File: config.mk
export PLATFORM = sky130hd
export DESIGN_NAME = crc3_frame_rx
export DESIGN_NICKNAME = d
export VERILOG_FILES = /design/src/rtl/crc3_pkg.sv /design/src/rtl/crc3_lfsr.sv /design/src/rtl/crc3_frame_rx.sv
export SDC_FILE = /design/constraint.sdc
export NUM_CORES = 1
export LEC_CHECK = 0
export CAP_MARGIN = 20
export CORE_MARGIN = 8
export CORE_UTILIZATION = 45
export CTS_CLUSTER_DIAMETER = 200
export DETAILED_ROUTE_END_ITERATION = 8
export GPL_TIMING_DRIVEN = 0
export PLACE_DENSITY = 0.69
export SLEW_MARGIN = 20
export SYNTH_ARGS = -nofsm -noshare
export SYNTH_HDL_FRONTEND = slang
export SYNTH_SLANG_ARGS = --single-unit
File: constraint.sdc
create_clock -name CLK -period 2.1 [get_ports CLK]
set_input_delay 0.42 -clock CLK [delete_from_list [all_inputs] [get_ports CLK]]
set_output_delay 0.42 -clock CLK [all_outputs]
set_load 0.1 [all_outputs]
File: src/rtl/crc3_pkg.sv
// -----------------------------------------------------------------------------
// crc3_pkg
// Shared definitions for the 3-bit CRC (x^3 + x + 1) frame logic, used by both
// the receive-side checker and the transmit-side generator.
//   state_t    : receiver FSM encoding (IDLE, DATA, CRC, DONE)
//   CRC_W      : CRC register width
//   POLY       : generator polynomial without the implicit x^3 term
//   CRC_INIT   : CRC register value at every frame start
//   crc3_step  : one serial CRC update step
// -----------------------------------------------------------------------------
package crc3_pkg;

   typedef enum logic [1:0] {
      IDLE = 2'd0,
      DATA = 2'd1,
      CRC  = 2'd2,
      DONE = 2'd3
   } state_t;

   localparam int             CRC_W    = 3;
   localparam logic [CRC_W-1:0] POLY     = 3'b011;
   localparam logic [CRC_W-1:0] CRC_INIT = 3'b000;

   // Galois-style step: fb = crc[msb] ^ din, shift left, xor POLY when fb=1.
   // With POLY=011 this is {crc[1], crc[0]^fb, fb}.
   function automatic logic [CRC_W-1:0] crc3_step(input logic [CRC_W-1:0] crc,
                                                  input logic             din);
      logic fb;
      fb = crc[CRC_W-1] ^ din;
      return {crc[CRC_W-2:0], 1'b0} ^ (fb ? POLY : {CRC_W{1'b0}});
   endfunction

endpackage

File: src/rtl/crc3_lfsr.sv
// -----------------------------------------------------------------------------
// crc3_lfsr
// Serial CRC register for polynomial x^3 + x + 1.
//   clk       : clock, rising edge
//   clr       : synchronous clear to CRC_INIT (has priority over shift_en)
//   shift_en  : apply one CRC step with bit_in
//   bit_in    : serial input bit
//   remainder : current CRC register contents
// -----------------------------------------------------------------------------
module crc3_lfsr
   import crc3_pkg::*;
(
   input  logic             clk,
   input  logic             clr,
   input  logic             shift_en,
   input  logic             bit_in,
   output logic [CRC_W-1:0] remainder
);

   always_ff @(posedge clk) begin
      if (clr) begin
         remainder <= CRC_INIT;
      end else if (shift_en) begin
         remainder <= crc3_step(remainder, bit_in);
      end
   end

endmodule

File: src/rtl/crc3_frame_rx.sv
// -----------------------------------------------------------------------------
// crc3_frame_rx
// Serial frame receiver: DATA_W payload bits MSB-first followed by 3 CRC bits
// MSB-first; checks the codeword against x^3 + x + 1.
//   CLK        : clock, rising edge
//   CLR        : synchronous active-high reset
//   Start      : frame-start strobe, honoured only in IDLE (CLR wins)
//   Bit_en     : qualifies Serial_In; Bit_en=0 freezes DATA/CRC completely
//   Serial_In  : serial codeword input
//   Data_out   : last received payload, held until the next frame completes
//   Valid      : one-cycle pulse (the DONE cycle) on frame completion
//   ERROR      : 1 when the last frame's remainder was non-zero, held
//   Busy       : high whenever the FSM is not in IDLE
//   fsm_state  : current FSM state, for observation
// Handshake: no back-pressure. A sender raises Start only while Busy=0; the
// frame result is presented on the single cycle Valid=1 and stays on
// Data_out/ERROR afterwards.
// -----------------------------------------------------------------------------
module crc3_frame_rx
   import crc3_pkg::*;
#(
   parameter int DATA_W = 8
) (
   input  logic              CLK,
   input  logic              CLR,
   input  logic              Start,
   input  logic              Bit_en,
   input  logic              Serial_In,
   output logic [DATA_W-1:0] Data_out,
   output logic              Valid,
   output logic              ERROR,
   output logic              Busy,
   output state_t            fsm_state
);

   localparam int              CNT_W     = $clog2(DATA_W + 1);
   localparam logic [CNT_W-1:0] LAST_DATA = CNT_W'(DATA_W - 1);
   localparam logic [CNT_W-1:0] LAST_CRC  = CNT_W'(CRC_W - 1);

   state_t              state;
   state_t              state_next;
   logic [CNT_W-1:0]    bit_cnt;
   logic [DATA_W-1:0]   shift_reg;
   logic [DATA_W-1:0]   data_reg;
   logic                err_reg;
   logic [CRC_W-1:0]    crc;
   logic                frame_start;
   logic                sample;

   assign frame_start = (state == IDLE) && Start;
   assign sample      = Bit_en && ((state == DATA) || (state == CRC));

   crc3_lfsr u_lfsr (
      .clk       (CLK),
      .clr       (CLR || frame_start),
      .shift_en  (sample),
      .bit_in    (Serial_In),
      .remainder (crc)
   );

   always_comb begin
      state_next = state;
      case (state)
         IDLE: if (Start) state_next = DATA;
         DATA: if (Bit_en && (bit_cnt == LAST_DATA)) state_next = CRC;
         CRC:  if (Bit_en && (bit_cnt == LAST_CRC))  state_next = DONE;
         DONE: state_next = IDLE;
         default: state_next = IDLE;
      endcase
   end

   always_ff @(posedge CLK) begin
      if (CLR) begin
         state     <= IDLE;
         bit_cnt   <= '0;
         shift_reg <= '0;
         data_reg  <= '0;
         err_reg   <= 1'b0;
      end else begin
         state <= state_next;
         if (frame_start) begin
            bit_cnt <= '0;
         end else if (sample) begin
            // Counter wraps to 0 at the end of each phase so the CRC phase
            // reuses it from zero.
            if ((state == DATA && bit_cnt == LAST_DATA) ||
                (state == CRC  && bit_cnt == LAST_CRC)) begin
               bit_cnt <= '0;
            end else begin
               bit_cnt <= bit_cnt + 1'b1;
            end
         end
         if (sample && (state == DATA)) begin
            shift_reg <= {shift_reg[DATA_W-2:0], Serial_In};
         end
         if (state == DONE) begin
            data_reg <= shift_reg;
            err_reg  <= (crc != CRC_INIT);
         end
      end
   end

   // During DONE the result is shown straight from the shift register and
   // remainder so it is already valid alongside the Valid pulse; afterwards
   // the registered copy holds it.
   always_comb begin
      Valid     = (state == DONE);
      Busy      = (state != IDLE);
      fsm_state = state;
      Data_out  = (state == DONE) ? shift_reg : data_reg;
      ERROR     = (state == DONE) ? (crc != CRC_INIT) : err_reg;
   end

endmodule

* Word level (Yosys, flattened, before mapping)
Cells that the tools add are included.
Word-level totals: logic and storage cells 40, bits of input ports 5, bits in registers 26, output and inout bits 13
Operators by class: add/sub/neg operators 1, multiplexer cells 8, eq/ne operators 8, reduce and logical (&&, ||, !) cells 15, bitwise operators 2
Operators by type and width (number):
- 2-bit 2-to-1 mux | 4
- 8-bit 2-to-1 mux | 1
- 2-bit one-hot mux with 4 select lines | 1
- 1-bit logical AND | 7
- 2-bit != test (second input constant) | 3
- 4-bit by 1-bit adder with 4-bit output (second input constant) | 1
- 2-bit == test (second input constant) | 2
- 4-bit by 2-bit == test with 1-bit output (second input constant) | 1
- 4-bit by 3-bit == test with 1-bit output (second input constant) | 1
- 4-bit 2-to-1 mux | 1
- 1-bit logical OR | 3
- 3-bit AND reduction | 1
- 3-bit nonzero test | 1
- 3-bit XOR | 1
- 2-bit by 1-bit == test with 1-bit output (second input constant) | 1
- 2-bit zero test | 1
- 2-bit nonzero test | 1
- 2-bit OR reduction | 1
- 1-bit 2-to-1 mux | 1
- 1-bit XOR | 1

* Logic depth before layout (Yosys ltp)
word-level depth 4, depth in mapped cells 7, gate-level depth less buffers 6

* Hierarchy
Synthesis repeated with hierarchy kept, for this count alone.
Second synthesis, totals: cells, all modules 115, area total of the unflattened synthesis 1158.6 sq um
Modules (own cells, without submodules):
- crc3_frame_rx | sequential area each 460.4 sq um, area each 1033.5 sq um, instances 1, cells each 103
- crc3_lfsr | sequential area each 60.1 sq um, area each 125.1 sq um, instances 1, cells each 12

* Worst setup path before layout
Ideal clock, no wire load.
path kind register to output, start point register state[1], in the netlist fsm_state[1], end point output port ERROR, cell stages (with the launch flop) 5, arrival 3.849 ns, data required time 1.680 ns, slack -2.169 ns, path buffers 1, path through dfxtp_1 -> ha_1 -> buf_2 -> nor2_1 -> a21oi_1
Between the ends: longest elaborated chain between the ends 2
RTL lines:
- from (decl) | RTL line crc3_frame_rx.sv:40 | state_t state;
- from (signal assigned) | RTL line crc3_frame_rx.sv:80 | state <= state_next;
- 2-bit == test
- via Valid | RTL line crc3_frame_rx.sv:30 | output logic Valid,
- 1-bit 2-to-1 mux
- to (decl) | RTL line crc3_frame_rx.sv:31 | output logic ERROR,
The timed path passes the listed nets, and every way through them passes these cells.

* Worst setup path after layout
start point register state[1], in the netlist fsm_state[1], end point output port Data_out[1]
Between the ends: longest elaborated chain between the ends 2
RTL lines:
- 2-bit == test | RTL line crc3_frame_rx.sv:110 | Data_out = (state == DONE) ? shift_reg : data_reg;
- 8-bit 2-to-1 mux
- to (decl) | RTL line crc3_frame_rx.sv:29 | output logic [DATA_W-1:0] Data_out,
No other way between the ends.

==> flow_summary_export.csv <==
group,metric,value,unit
outcome,status,"completed",
power,switchingPower,0.739,mW
floorplan,die-height,66.7,um
routing,route.detailed.wl_per_inst,12.8,um
setup_path,worst_r2r_startpoint,"fsm_state[0]",
clock_tree,ctsHtreeMaxLevel,1,
grt,number_of_global_route_vias_before_repair,899,
power,clk_pwr_share,0.183,
finish,diodes,0,
synth,number_of_nets_produced_by_synthesis,138,
routing,route.final.wire_length,2270,um
power,power_report.internal_total,0.884,mW
sta,max-slew-margin-rel,0.362,
placement,place.detailed.hpwl,1710,um
grt,grt_first_pass_wirelength,3910,um
synth,post_synth_instance_area,1160,um2
setup_path,reg2reg_slack,0.36,ns
sta,rsz0062_at_grt,"false",
clock_tree,clkTransAtPathRegs,0.15,ns
clock_tree,clk_root_buffer_cell,"clkbuf_4",
clock_tree,clk_path_buf_depth,2,
placement,gpl.final_weighted_congestion,0.692,
synth,synth-edff-count,0,
sta,finalCritPeriodShare,0.965,
routing,routed_vias,917,
synth,ys_types,25,
synth,post_synthesis_async_set_or_reset_flop_share,0,
setup_path,worstPathArrival,1.61,ns
power,irDropWorstVdd,0.992,mV
routing,detailedRoute.firstIterationViolations,23,
floorplan,die_w,66.7,um
sta,worst_slew_pin_slew,0.961,ns
setup_path,startpoint_type,"flip-flop",
synth,count_of_warnings_emitted_by_yosys,0,
synth,yosys-top-cells-count,"26 x dfxtp_1, 18 x nand2_1, 15 x a21oi_1, 10 x nor2b_1",
clock_tree,tritoncts_clock_tree,"done",
grt,grt.total_usage,0.110,
setup_path,timing.reg2reg.worst_path_depth,7,
grt,antenna_found_initial,0,
clock_tree,tritoncts_num_sinks,26,
flow_run,max_cap_violations,0,
routing,dr.pass1.iters,4,
floorplan,placement_rows,18,
sta,finalClockSkew,0.00232,ns
sta,holdWs,0.470,ns
routing,drt.antenna.violating_nets,0,
sta,post-route-min-period,2.03,ns
routing,drt_drc_violations_left,0,
setup_path,critPathLaunch,"fsm_state[1]",
finish,post_route_utilization,0.583,
synth,netlist.area_leader.share,0.449,
finish,fin_nets,160,
setup_path,cp-end-kind,"primary output",
setup_path,critPathKind,"flip-flop to primary output",
clock_tree,cts_made_buffers,3,
setup_path,worst-endpoint-required,1.68,ns
power,power_switching_share,0.455,
power,power.combinational.fraction,0.455,
routing,viasPerCell,5.18,
sta,timing_hold_violations_final,0,
setup_path,worstReg2RegEnd,"shift_reg[0]",
synth,yosys.cell_count.top_type,"dfxtp_1",
synth,synth_ff_type,"dfxtp_1",
power,power_per_unit_of_standard_cell_area,1130,nW/um2
synth,fraction_of_the_yosys_area_taken_by_sequential_cells,0.449,
floorplan,initial_core_util,0.472,
floorplan,placeableCoreArea,2450,um2
placement,placement.io_buffers,17,
finish,areaGrowthSynthToFinish,23.5,%
clock_tree,clock_latency,0.31,ns
floorplan,boundaryPins,18,
setup_path,crit_path_end,"Data_out[1]",
setup_path,path_max_fanout,10,
synth,yosys_register_bits,26,
sta,max_freq,494,MHz
sta,finalSetupViolations,0,
hold_path,hold_path_class,"flip-flop to flip-flop",
synth,syn_inst,126,
sta,final_max_slew_viol_count,0,
grt,grt_max_degree,16,
power,static-leakage-power,0.561,nW
synth,synth.avg_cell_area,9.20,um2
synth,netlist_top_cells_area,"dfxtp_1 45%, mux2_2 7.8%, ha_1 7.6%, a21oi_1 6.5%, nand2_1 5.8%",
grt,globalRouteOverflowTotal,0,
floorplan,dieArea,4450,um2
finish,layout_cell_share_with_drive_strength_beyond_1,0.224,
power,seq_power_share,0.363,
synth,biggest_area_consumer_among_synthesized_cells,"dfxtp_1",
-- power groups by stage --
stage,Combinational (mW),Clock (mW),Sequential [mW]
after global placement,0.758,0,0.596
after global routing,0.793,0.333,0.597
after CTS,0.756,0.303,0.590
after floorplan,0.494,0,0.714
after detailed placement,0.768,0,0.602
final,0.738,0.296,0.589
-- repair_timing --
action,4_1_cts,5_1_grt
setup buffers,0,0
setup endpoints to repair,13,7
hold buffers,0,0
gates resized for setup,53,16
-- kinds of logic (layout without fill, tap and decap cells) --
kind of cell	Yosys count	in the layout	synth area share
AND/OR/NAND/NOR	52	52	0.228
XOR/XNOR	2	2	0.0151
adder cells (fa/ha/maj)	7	7	0.0756
flip-flops	26	26	0.449
buffers and inverters	10	31	0.0389
multiplexers	10	10	0.0950
AO/OA/AOI/OAI	19	19	0.0983
-- cell usage in the layout (no fill, tap or decap), types with 6 or more instances in the layout --
| cell type | synthesis | layout |
|---|---|---|
| a21oi_1 | 15 | 14 |
| buf_4 | 1 | 9 |
| dfxtp_1 | 26 | 24 |
| ha_1 | 7 | 6 |
| mux2_2 | 8 | 8 |
| nand2_1 | 18 | 18 |
| nand3_1 | 8 | 8 |
| nor2b_1 | 10 | 10 |
-- worst min-delay path by stage --
stage | startpoint | end | cells past startpoint
after global placement | shift_reg[7] | shift_reg[7] | 2
after CTS | shift_reg[7] | shift_reg[7] | 2
after floorplan | shift_reg[7] | shift_reg[7] | 2
after detailed placement | shift_reg[7] | shift_reg[7] | 2
final | shift_reg[7] | shift_reg[7] | 2
after global routing | shift_reg[7] | shift_reg[7] | 2
-- per-layer routing --
metal,routed length [um],track usage,vias up,part of all wire
li1,-,-,476,-
met4,10,0.0320,0,0.0044
met1,1090,0.128,427,0.48
met3,123,0.0319,2,0.054
met5,0,0,-,0
met2,1050,0.189,12,0.46
-- layout make-up --
| cell class | instances | area [um2] |
|---|---|---|
| Inverter | 4 | 15.0 |
| Buffer | 6 | 40.0 |
| Sequential cell | 26 | 528 |
| Fill cell | 232 | 1020 |
| Multi-Input combinational cell | 90 | 624 |
| Tap cell | 30 | 37.5 |
| Clock buffer | 4 | 47.5 |
| Timing Repair Buffer | 17 | 139 |
-- per-stage QoR --
| step | std cells | setup TNS (ns) | setup slack (ns) | instance area, um2 | power, mW |
|---|---|---|---|---|---|
| 2_1_floorplan | 126 | -0.0956 | -0.0326 | 1210 | 1.21 |
| 3_3_place_gp | 173 | -3.04 | -0.333 | 1420 | 1.35 |
| 3_5_place_dp | 173 | -3.21 | -0.352 | 1420 | 1.37 |
| 4_1_cts | 177 | -0.174 | -0.174 | 1430 | 1.65 |
| 5_1_grt | 177 | 0 | 0.0118 | 1430 | 1.72 |
| 6_report | 177 | 0 | 0.0737 | 1430 | 1.62 |
-- critical path, stage by stage, from the launching register on --
cell,delay (ns)
dfxtp_4,0.41
ha_4,0.15
buf_8,0.14
mux2_2,0.35
buf_4,0.24
Note: power is estimated with default switching activity, not from simulation.
